==> src/rtl/soc_addr_router_if.sv <==
// ============================================================================
// soc_addr_router_if: upstream master bus plus four-port slave fan-out.  Rev 1.0
// ============================================================================
`default_nettype none

interface soc_addr_router_if;
  logic         req_i;
  logic         gnt_o;
  logic [63:0]  addr_i;
  logic         we_i;
  logic [7:0]   be_i;
  logic [63:0]  wdata_i;
  logic         rvalid_o;
  logic [63:0]  rdata_o;
  logic         err_o;
  logic [3:0]   slv_req_o;
  logic [3:0]   slv_gnt_i;
  logic [63:0]  slv_addr_o;
  logic         slv_we_o;
  logic [7:0]   slv_be_o;
  logic [63:0]  slv_wdata_o;
  logic [3:0]   slv_rvalid_i;
  logic [255:0] slv_rdata_i;
  logic [3:0]   slv_err_i;

  // Router side
  modport slave (
    input  req_i, addr_i, we_i, be_i, wdata_i,
    input  slv_gnt_i, slv_rvalid_i, slv_rdata_i, slv_err_i,
    output gnt_o, rvalid_o, rdata_o, err_o,
    output slv_req_o, slv_addr_o, slv_we_o, slv_be_o, slv_wdata_o
  );

  // Environment side: drives the upstream request and the slave responses
  modport master (
    output req_i, addr_i, we_i, be_i, wdata_i,
    output slv_gnt_i, slv_rvalid_i, slv_rdata_i, slv_err_i,
    input  gnt_o, rvalid_o, rdata_o, err_o,
    input  slv_req_o, slv_addr_o, slv_we_o, slv_be_o, slv_wdata_o
  );
endinterface

`default_nettype wire

==> src/rtl/soc_addr_router.sv <==
// ============================================================================
// soc_addr_router: single-outstanding address decoder/router to four slaves.
// Optional transfer timeout via SOC_ADDR_ROUTER_TIMEOUT_EN.  Rev 1.0
// ============================================================================
`default_nettype none

module soc_addr_router #(
  parameter int unsigned TimeoutCycles = 1024
) (
  input  logic              clk_i,
  input  logic              rst_i,
  soc_addr_router_if.slave  bus
);

  typedef enum logic [1:0] {
    S_IDLE = 2'd0,
    S_FWD  = 2'd1,
    S_WAIT = 2'd2,
    S_ERR  = 2'd3
  } state_t;

  localparam logic [1:0] PORT_DRAM  = 2'd0;
  localparam logic [1:0] PORT_PERIP = 2'd1;
  localparam logic [1:0] PORT_CLINT = 2'd2;
  localparam logic [1:0] PORT_DEBUG = 2'd3;

  state_t      state;
  state_t      next_state;
  logic [1:0]  port;
  logic [63:0] addr;
  logic        we;
  logic [7:0]  be;
  logic [63:0] wdata;

  logic        dec_hit;
  logic [1:0]  dec_port;
  logic        timeout;

  logic        gnt;
  logic        rvalid;
  logic [63:0] rdata;
  logic        err;
  logic [3:0]  slv_req;

  if (TimeoutCycles < 2 || TimeoutCycles > 65535) begin : g_param_check
    $error("soc_addr_router: TimeoutCycles out of range 2..65535");
  end

  // Inclusive base / exclusive end windows; the upper address word must be zero.
  always_comb begin
    dec_hit  = 1'b0;
    dec_port = PORT_DRAM;
    if (bus.addr_i[63:32] == 32'h0) begin
      if (bus.addr_i[31:0] < 32'h0000_1000) begin
        dec_hit  = 1'b1;
        dec_port = PORT_DEBUG;
      end else if (bus.addr_i[31:0] >= 32'h0200_0000 && bus.addr_i[31:0] < 32'h020C_0000) begin
        dec_hit  = 1'b1;
        dec_port = PORT_CLINT;
      end else if (bus.addr_i[31:0] >= 32'h1000_0000 && bus.addr_i[31:0] < 32'h8000_0000) begin
        dec_hit  = 1'b1;
        dec_port = PORT_PERIP;
      end else if (bus.addr_i[31:0] >= 32'h8000_0000 && bus.addr_i[31:0] < 32'hC000_0000) begin
        dec_hit  = 1'b1;
        dec_port = PORT_DRAM;
      end
    end
  end

`ifdef SOC_ADDR_ROUTER_TIMEOUT_EN
  localparam logic [15:0] TIMEOUT_LAST = 16'(TimeoutCycles - 1);

  logic [15:0] cnt;

  // Held at zero while idle so it starts from zero on every entry to FWD.
  always_ff @(posedge clk_i) begin
    if (rst_i) begin
      cnt <= 16'h0;
    end else if (state == S_FWD || state == S_WAIT) begin
      cnt <= cnt + 16'h1;
    end else if (state == S_IDLE) begin
      cnt <= 16'h0;
    end
  end

  assign timeout = (cnt == TIMEOUT_LAST);
`else
  assign timeout = 1'b0;
`endif

  always_ff @(posedge clk_i) begin
    if (rst_i) begin
      state <= S_IDLE;
      port  <= 2'd0;
      addr  <= 64'h0;
      we    <= 1'b0;
      be    <= 8'h0;
      wdata <= 64'h0;
    end else begin
      state <= next_state;
      if (state == S_IDLE && bus.req_i) begin
        port  <= dec_port;
        addr  <= bus.addr_i;
        we    <= bus.we_i;
        be    <= bus.be_i;
        wdata <= bus.wdata_i;
      end
    end
  end

  always_comb begin
    next_state = state;
    gnt        = 1'b0;
    rvalid     = 1'b0;
    rdata      = 64'h0;
    err        = 1'b0;
    slv_req    = 4'b0000;
    case (state)
      S_IDLE: begin
        gnt = bus.req_i & ~rst_i;
        if (bus.req_i) begin
          next_state = dec_hit ? S_FWD : S_ERR;
        end
      end
      S_FWD: begin
        if (timeout) begin
          next_state = S_ERR;
        end else begin
          slv_req = 4'b0001 << port;
          if (bus.slv_gnt_i[port]) begin
            next_state = S_WAIT;
          end
        end
      end
      S_WAIT: begin
        // A response arriving in the timeout cycle still completes normally.
        if (bus.slv_rvalid_i[port]) begin
          rvalid     = 1'b1;
          err        = bus.slv_err_i[port];
          rdata      = (we || bus.slv_err_i[port]) ? 64'h0 : bus.slv_rdata_i[{port, 6'b0} +: 64];
          next_state = S_IDLE;
        end else if (timeout) begin
          next_state = S_ERR;
        end
      end
      S_ERR: begin
        rvalid     = 1'b1;
        err        = 1'b1;
        next_state = S_IDLE;
      end
      default: next_state = S_IDLE;
    endcase
  end

  assign bus.gnt_o       = gnt;
  assign bus.rvalid_o    = rvalid;
  assign bus.rdata_o     = rdata;
  assign bus.err_o       = err;
  assign bus.slv_req_o   = slv_req;
  assign bus.slv_addr_o  = addr;
  assign bus.slv_we_o    = we;
  assign bus.slv_be_o    = be;
  assign bus.slv_wdata_o = wdata;

endmodule

`default_nettype wire
==> src/flat_wrapper.sv <==
// flat-port wrapper written by rule: the top's interface ports become plain ports
module soc_addr_router_flat 
#(
  parameter int unsigned TimeoutCycles = 1024
)
  (clk_i, rst_i, bus_req_i, bus_addr_i, bus_we_i, bus_be_i, bus_wdata_i, bus_slv_gnt_i, bus_slv_rvalid_i, bus_slv_rdata_i, bus_slv_err_i, bus_gnt_o, bus_rvalid_o, bus_rdata_o, bus_err_o, bus_slv_req_o, bus_slv_addr_o, bus_slv_we_o, bus_slv_be_o, bus_slv_wdata_o);
  soc_addr_router_if bus_i ();
  input  logic clk_i;
  input  logic rst_i;
  input wire logic [$bits(bus_i.req_i)-1:0] bus_req_i;
  input wire logic [$bits(bus_i.addr_i)-1:0] bus_addr_i;
  input wire logic [$bits(bus_i.we_i)-1:0] bus_we_i;
  input wire logic [$bits(bus_i.be_i)-1:0] bus_be_i;
  input wire logic [$bits(bus_i.wdata_i)-1:0] bus_wdata_i;
  input wire logic [$bits(bus_i.slv_gnt_i)-1:0] bus_slv_gnt_i;
  input wire logic [$bits(bus_i.slv_rvalid_i)-1:0] bus_slv_rvalid_i;
  input wire logic [$bits(bus_i.slv_rdata_i)-1:0] bus_slv_rdata_i;
  input wire logic [$bits(bus_i.slv_err_i)-1:0] bus_slv_err_i;
  output wire logic [$bits(bus_i.gnt_o)-1:0] bus_gnt_o;
  output wire logic [$bits(bus_i.rvalid_o)-1:0] bus_rvalid_o;
  output wire logic [$bits(bus_i.rdata_o)-1:0] bus_rdata_o;
  output wire logic [$bits(bus_i.err_o)-1:0] bus_err_o;
  output wire logic [$bits(bus_i.slv_req_o)-1:0] bus_slv_req_o;
  output wire logic [$bits(bus_i.slv_addr_o)-1:0] bus_slv_addr_o;
  output wire logic [$bits(bus_i.slv_we_o)-1:0] bus_slv_we_o;
  output wire logic [$bits(bus_i.slv_be_o)-1:0] bus_slv_be_o;
  output wire logic [$bits(bus_i.slv_wdata_o)-1:0] bus_slv_wdata_o;
  assign bus_i.req_i = bus_req_i;
  assign bus_i.addr_i = bus_addr_i;
  assign bus_i.we_i = bus_we_i;
  assign bus_i.be_i = bus_be_i;
  assign bus_i.wdata_i = bus_wdata_i;
  assign bus_i.slv_gnt_i = bus_slv_gnt_i;
  assign bus_i.slv_rvalid_i = bus_slv_rvalid_i;
  assign bus_i.slv_rdata_i = bus_slv_rdata_i;
  assign bus_i.slv_err_i = bus_slv_err_i;
  assign bus_gnt_o = bus_i.gnt_o;
  assign bus_rvalid_o = bus_i.rvalid_o;
  assign bus_rdata_o = bus_i.rdata_o;
  assign bus_err_o = bus_i.err_o;
  assign bus_slv_req_o = bus_i.slv_req_o;
  assign bus_slv_addr_o = bus_i.slv_addr_o;
  assign bus_slv_we_o = bus_i.slv_we_o;
  assign bus_slv_be_o = bus_i.slv_be_o;
  assign bus_slv_wdata_o = bus_i.slv_wdata_o;
  soc_addr_router #(.TimeoutCycles(TimeoutCycles)) u_core (.clk_i(clk_i), .rst_i(rst_i), .bus(bus_i));
endmodule
==> config.mk <==
export PLATFORM = sky130hd
export DESIGN_NAME = soc_addr_router_flat
export DESIGN_NICKNAME = d
export VERILOG_FILES = /design/src/rtl/soc_addr_router_if.sv /design/src/rtl/soc_addr_router.sv /design/src/flat_wrapper.sv
export SDC_FILE = /design/constraint.sdc
export NUM_CORES = 1
export LEC_CHECK = 0
export ABC_AREA = 1
export BUFFER_PORTS_ARGS = -buffer_cell sky130_fd_sc_hd__buf_2
export CAP_MARGIN = 20
export CORE_AREA = 2 2 243 245
export CTS_CLUSTER_SIZE = 12
export DETAILED_ROUTE_END_ITERATION = 10
export DIE_AREA = 0 0 245 247
export GPL_TIMING_DRIVEN = 0
export SLEW_MARGIN = 30
export SYNTH_ARGS = -nofsm -noshare
export SYNTH_HDL_FRONTEND = slang
export SYNTH_SLANG_ARGS = --single-unit
==> constraint.sdc <==
create_clock -name clk_i -period 1.8 [get_ports clk_i]
set_clock_uncertainty 0.2 [all_clocks]
set_input_delay 0.27 -clock clk_i [delete_from_list [all_inputs] [get_ports clk_i]]
set_output_delay 0.27 -clock clk_i [all_outputs]
set_load 0.05 [all_outputs]
==> results.json <==
{
  "yosysMostFrequentCell": "nand2_1",
  "timing.rr.end": "u_core.bus.slv_addr_o[51]$_SDFFE_PP0P_",
  "core_um2": 58200,
  "grt_pass1_vias": 9960,
  "synth-async-reset-ratio": 0,
  "die_w_um": 245,
  "clock_power_share": 0.341,
  "syn_avg_cell_area_um2": 7.14,
  "regToRegSetupSlack_ps": -90,
  "p_sw_frac": 0.366,
  "holdCritStartpoint": "bus_req_i",
  "grt_use_total": 0.171,
  "cts_buffer_depth": 2,
  "ys_ff_latch": 141,
  "synth_area_leader_cell": "dfxtp_1",
  "finalSetupTns_ps": -71320,
  "worst_pin_slew_ps": 801,
  "leakagePower_nw": 6.97,
  "top_layer": "met5",
  "power_switching_w": 0.00427,
  "dp_hpwl_mm": 44.0,
  "maxCapViolations": 0,
  "end_kind": "primary output",
  "grt_start_max_net_pins": 17,
  "min_path_cells": 4,
  "syn_nets": 1351,
  "hold_violations": 0,
  "stdcell_area_um2": 15800,
  "required_ps": 1330,
  "path_class": "reg -> out",
  "slew_headroom": 0.466,
  "outcome": "finished with violations",
  "combPwrFrac": 0.360,
  "drv_slew": 0,
  "drtPass1Iterations": 5,
  "gp_congestion": 0.983,
  "syn-cell-area_um2": 6730,
  "timing.final.crit_share": 1.59,
  "pwr_density_cell_nw_per_um2": 737,
  "ys_top_cells_by_area": "dfxtp_1, nand2_1, a21oi_1",
  "synth_seq_area_share": 0.419,
  "setup_viol": 154,
  "cts_buffers": 17,
  "wl_met1_mm": 21.3,
  "rsz0062_at_grt": "yes",
  "drive_above_1_share": 0.573,
  "avgRoutedWirePerCell_um": 22.5,
  "seq_area_um2": 2840,
  "fp.dieH_um": 247,
  "crit_fanout": 10,
  "wl_met3_mm": 3.81,
  "final_core_utilization": 0.271,
  "seqPwrFrac": 0.300,
  "worst-r2r-cell-count": 10,
  "synth_cells": 943,
  "clk_latency_ps": 470,
  "final_nets": 2165,
  "slowest_delay_ps": 370,
  "via_per_inst": 4.16,
  "cts_hold_buf": 137,
  "remaining_drc_errors": 0,
  "finalWorstSetupSlack_ps": -1060,
  "postRouteWirelength_mm": 57.5,
  "die-area_um2": 60500,
  "syn2layout_area_growth_pct": 135,
  "pin_count": 616,
  "cts_tree": "done",
  "wl_met2_mm": 29.3,
  "htree_levels": 4,
  "p_int_w": 0.00738,
  "cp-start-kind": "register",
  "synth.distinct_cells": 20,
  "clock_sinks": 141,
  "ant_nets": 0,
  "path_cells": "buf_6, nor2_4, nand2_1, nand4_1, nor2_2, nand3_4, buf_12, buf_12, nor2_4, buf_4",
  "synthFlopType": "dfxtp_1",
  "fmax_ghz": 0.350,
  "num_rows": 89,
  "antenna_found_initial": 34,
  "start_util": 0.116,
  "synth_top_cells_by_count": "nand2_1, a21oi_1, dfxtp_1",
  "ir_drop_v": 0.000755,
  "drt_iter0_markers": 432,
  "worstReg2RegStart": "u_core.state[0]$_SDFFE_PP0P_",
  "cts_root_buf": "clkbuf_16",
  "violations": "setup timing",
  "totalPowerFinal_w": 0.0116,
  "hold-path-endpoint": "u_core.state[0]$_SDFFE_PP0P_",
  "synth_enable_flop_cells": 0,
  "fill_cells": 6255,
  "vias": 10600,
  "grt_pass1_wl_mm": 71.7,
  "postPlaceCellArea_um2": 11400,
  "synth_top_cell_area_share": 0.419,
  "ys_warn_count": 0,
  "holdCritPathClass": "in -> reg",
  "multi_input_area_um2": 4870,
  "crit_slowest_cell": "dfxtp_4",
  "period_minus_slack_ps": 2860,
  "overflow": 0,
  "io_buffers": 614,
  "clk_pin_slew_ps": 70,
  "critical_path_arrival_ps": 2390,
  "place_ws_ps": -1210
}
[layout by cell type, fill, tap and decap left out, types with 28 or more instances in the layout]
cell,netlist,layout
buf_2,27,551
nand2_1,301,230
dlygate4sd3_1,0,137
dfxtp_1,141,137
a21oi_2,0,78
a21oi_1,163,59
nand2_2,0,54
buf_4,5,53
a22oi_1,52,52
nor2_1,91,45
nor2_4,0,44
buf_6,0,37
clkbuf_16,0,35
a22o_1,39,31
a221oi_1,38,28
[per-stage QoR]
step,hold WS (ps),std cells
2_1_floorplan,214,943
3_3_place_gp,249,2330
3_5_place_dp,252,2331
4_1_cts,2.27,2508
5_1_grt,6.47,2557
6_report,25.2,2558
[power groups by stage]
| stage | Combinational, W | Sequential [W] | Clock [W] |
|---|---|---|---|
| detailed placement | 0.00302 | 0.00355 | 0 |
| CTS | 0.00343 | 0.00348 | 0.00408 |
| floorplan | 0.000975 | 0.00437 | 0 |
| global route | 0.00440 | 0.00352 | 0.00419 |
| global placement | 0.00303 | 0.00355 | 0 |
| finish | 0.00419 | 0.00349 | 0.00397 |
[critical path: cells and delay by family (launching register included)]
family	cells	cell delay (ps)
buffers and inverters	4	730
AND/OR/NAND/NOR	6	790
flip-flops	1	370
[flip-flops by register name, summed over array words and instances (netlist names)]
signal / count
u_core.bus.slv_we_o: 1
u_core.bus.slv_wdata_o: 64
u_core.port: 2
u_core.state: 2
u_core.bus.slv_addr_o: 64
u_core.bus.slv_be_o: 8
[layer usage]
| layer | up-vias | track usage |
|---|---|---|
| met5 | - | 0 |
| met4 | 6 | 0.0911 |
| met3 | 136 | 0.0442 |
| met2 | 583 | 0.308 |
| met1 | 5011 | 0.182 |
| li1 | 4910 | - |
[worst max-delay path by stage]
stage | cells after the start | endpoint | start
finish | 10 | bus_rdata_o[62] | u_core.port[0]$_SDFFE_PP0P_
global route | 10 | bus_rdata_o[28] | u_core.port[0]$_SDFFE_PP0P_
CTS | 10 | bus_rdata_o[26] | u_core.port[0]$_SDFFE_PP0P_
detailed placement | 7 | bus_rdata_o[27] | u_core.port[1]$_SDFFE_PP0P_
global placement | 7 | bus_rdata_o[27] | u_core.port[1]$_SDFFE_PP0P_
floorplan | 4 | bus_slv_req_o[0] | u_core.state[0]$_SDFFE_PP0P_
[area by class of cell]
cell class / count / share of cell area
antenna: 16 / 0.00253
buffer: 80 / 0.0503
clock buffer: 19 / 0.0280
clock inverter: 12 / 0.0117
inverter: 19 / 0.00507
multi-input combinational: 703 / 0.308
sequential: 141 / 0.179
tap: 773 / 0.0612
timing repair buffer: 795 / 0.353
[kinds of logic after synthesis]
| family | after synthesis | share of synthesized area |
|---|---|---|
| simple gates | 404 | 0.231 |
| compound gates | 299 | 0.287 |
| flops | 141 | 0.419 |
| buf+inv | 99 | 0.0630 |
[what timing repair did]
item / 4_1_cts / 5_1_grt
setup endpoints to repair: 212 / 212
hold endpoints to repair: 137 / 1
resized for setup: 223 / 263
cloned: 1 / 19
buffers inserted: 8 / 16
pin swaps: 7 / 41
(Power assumes the default switching activity.)
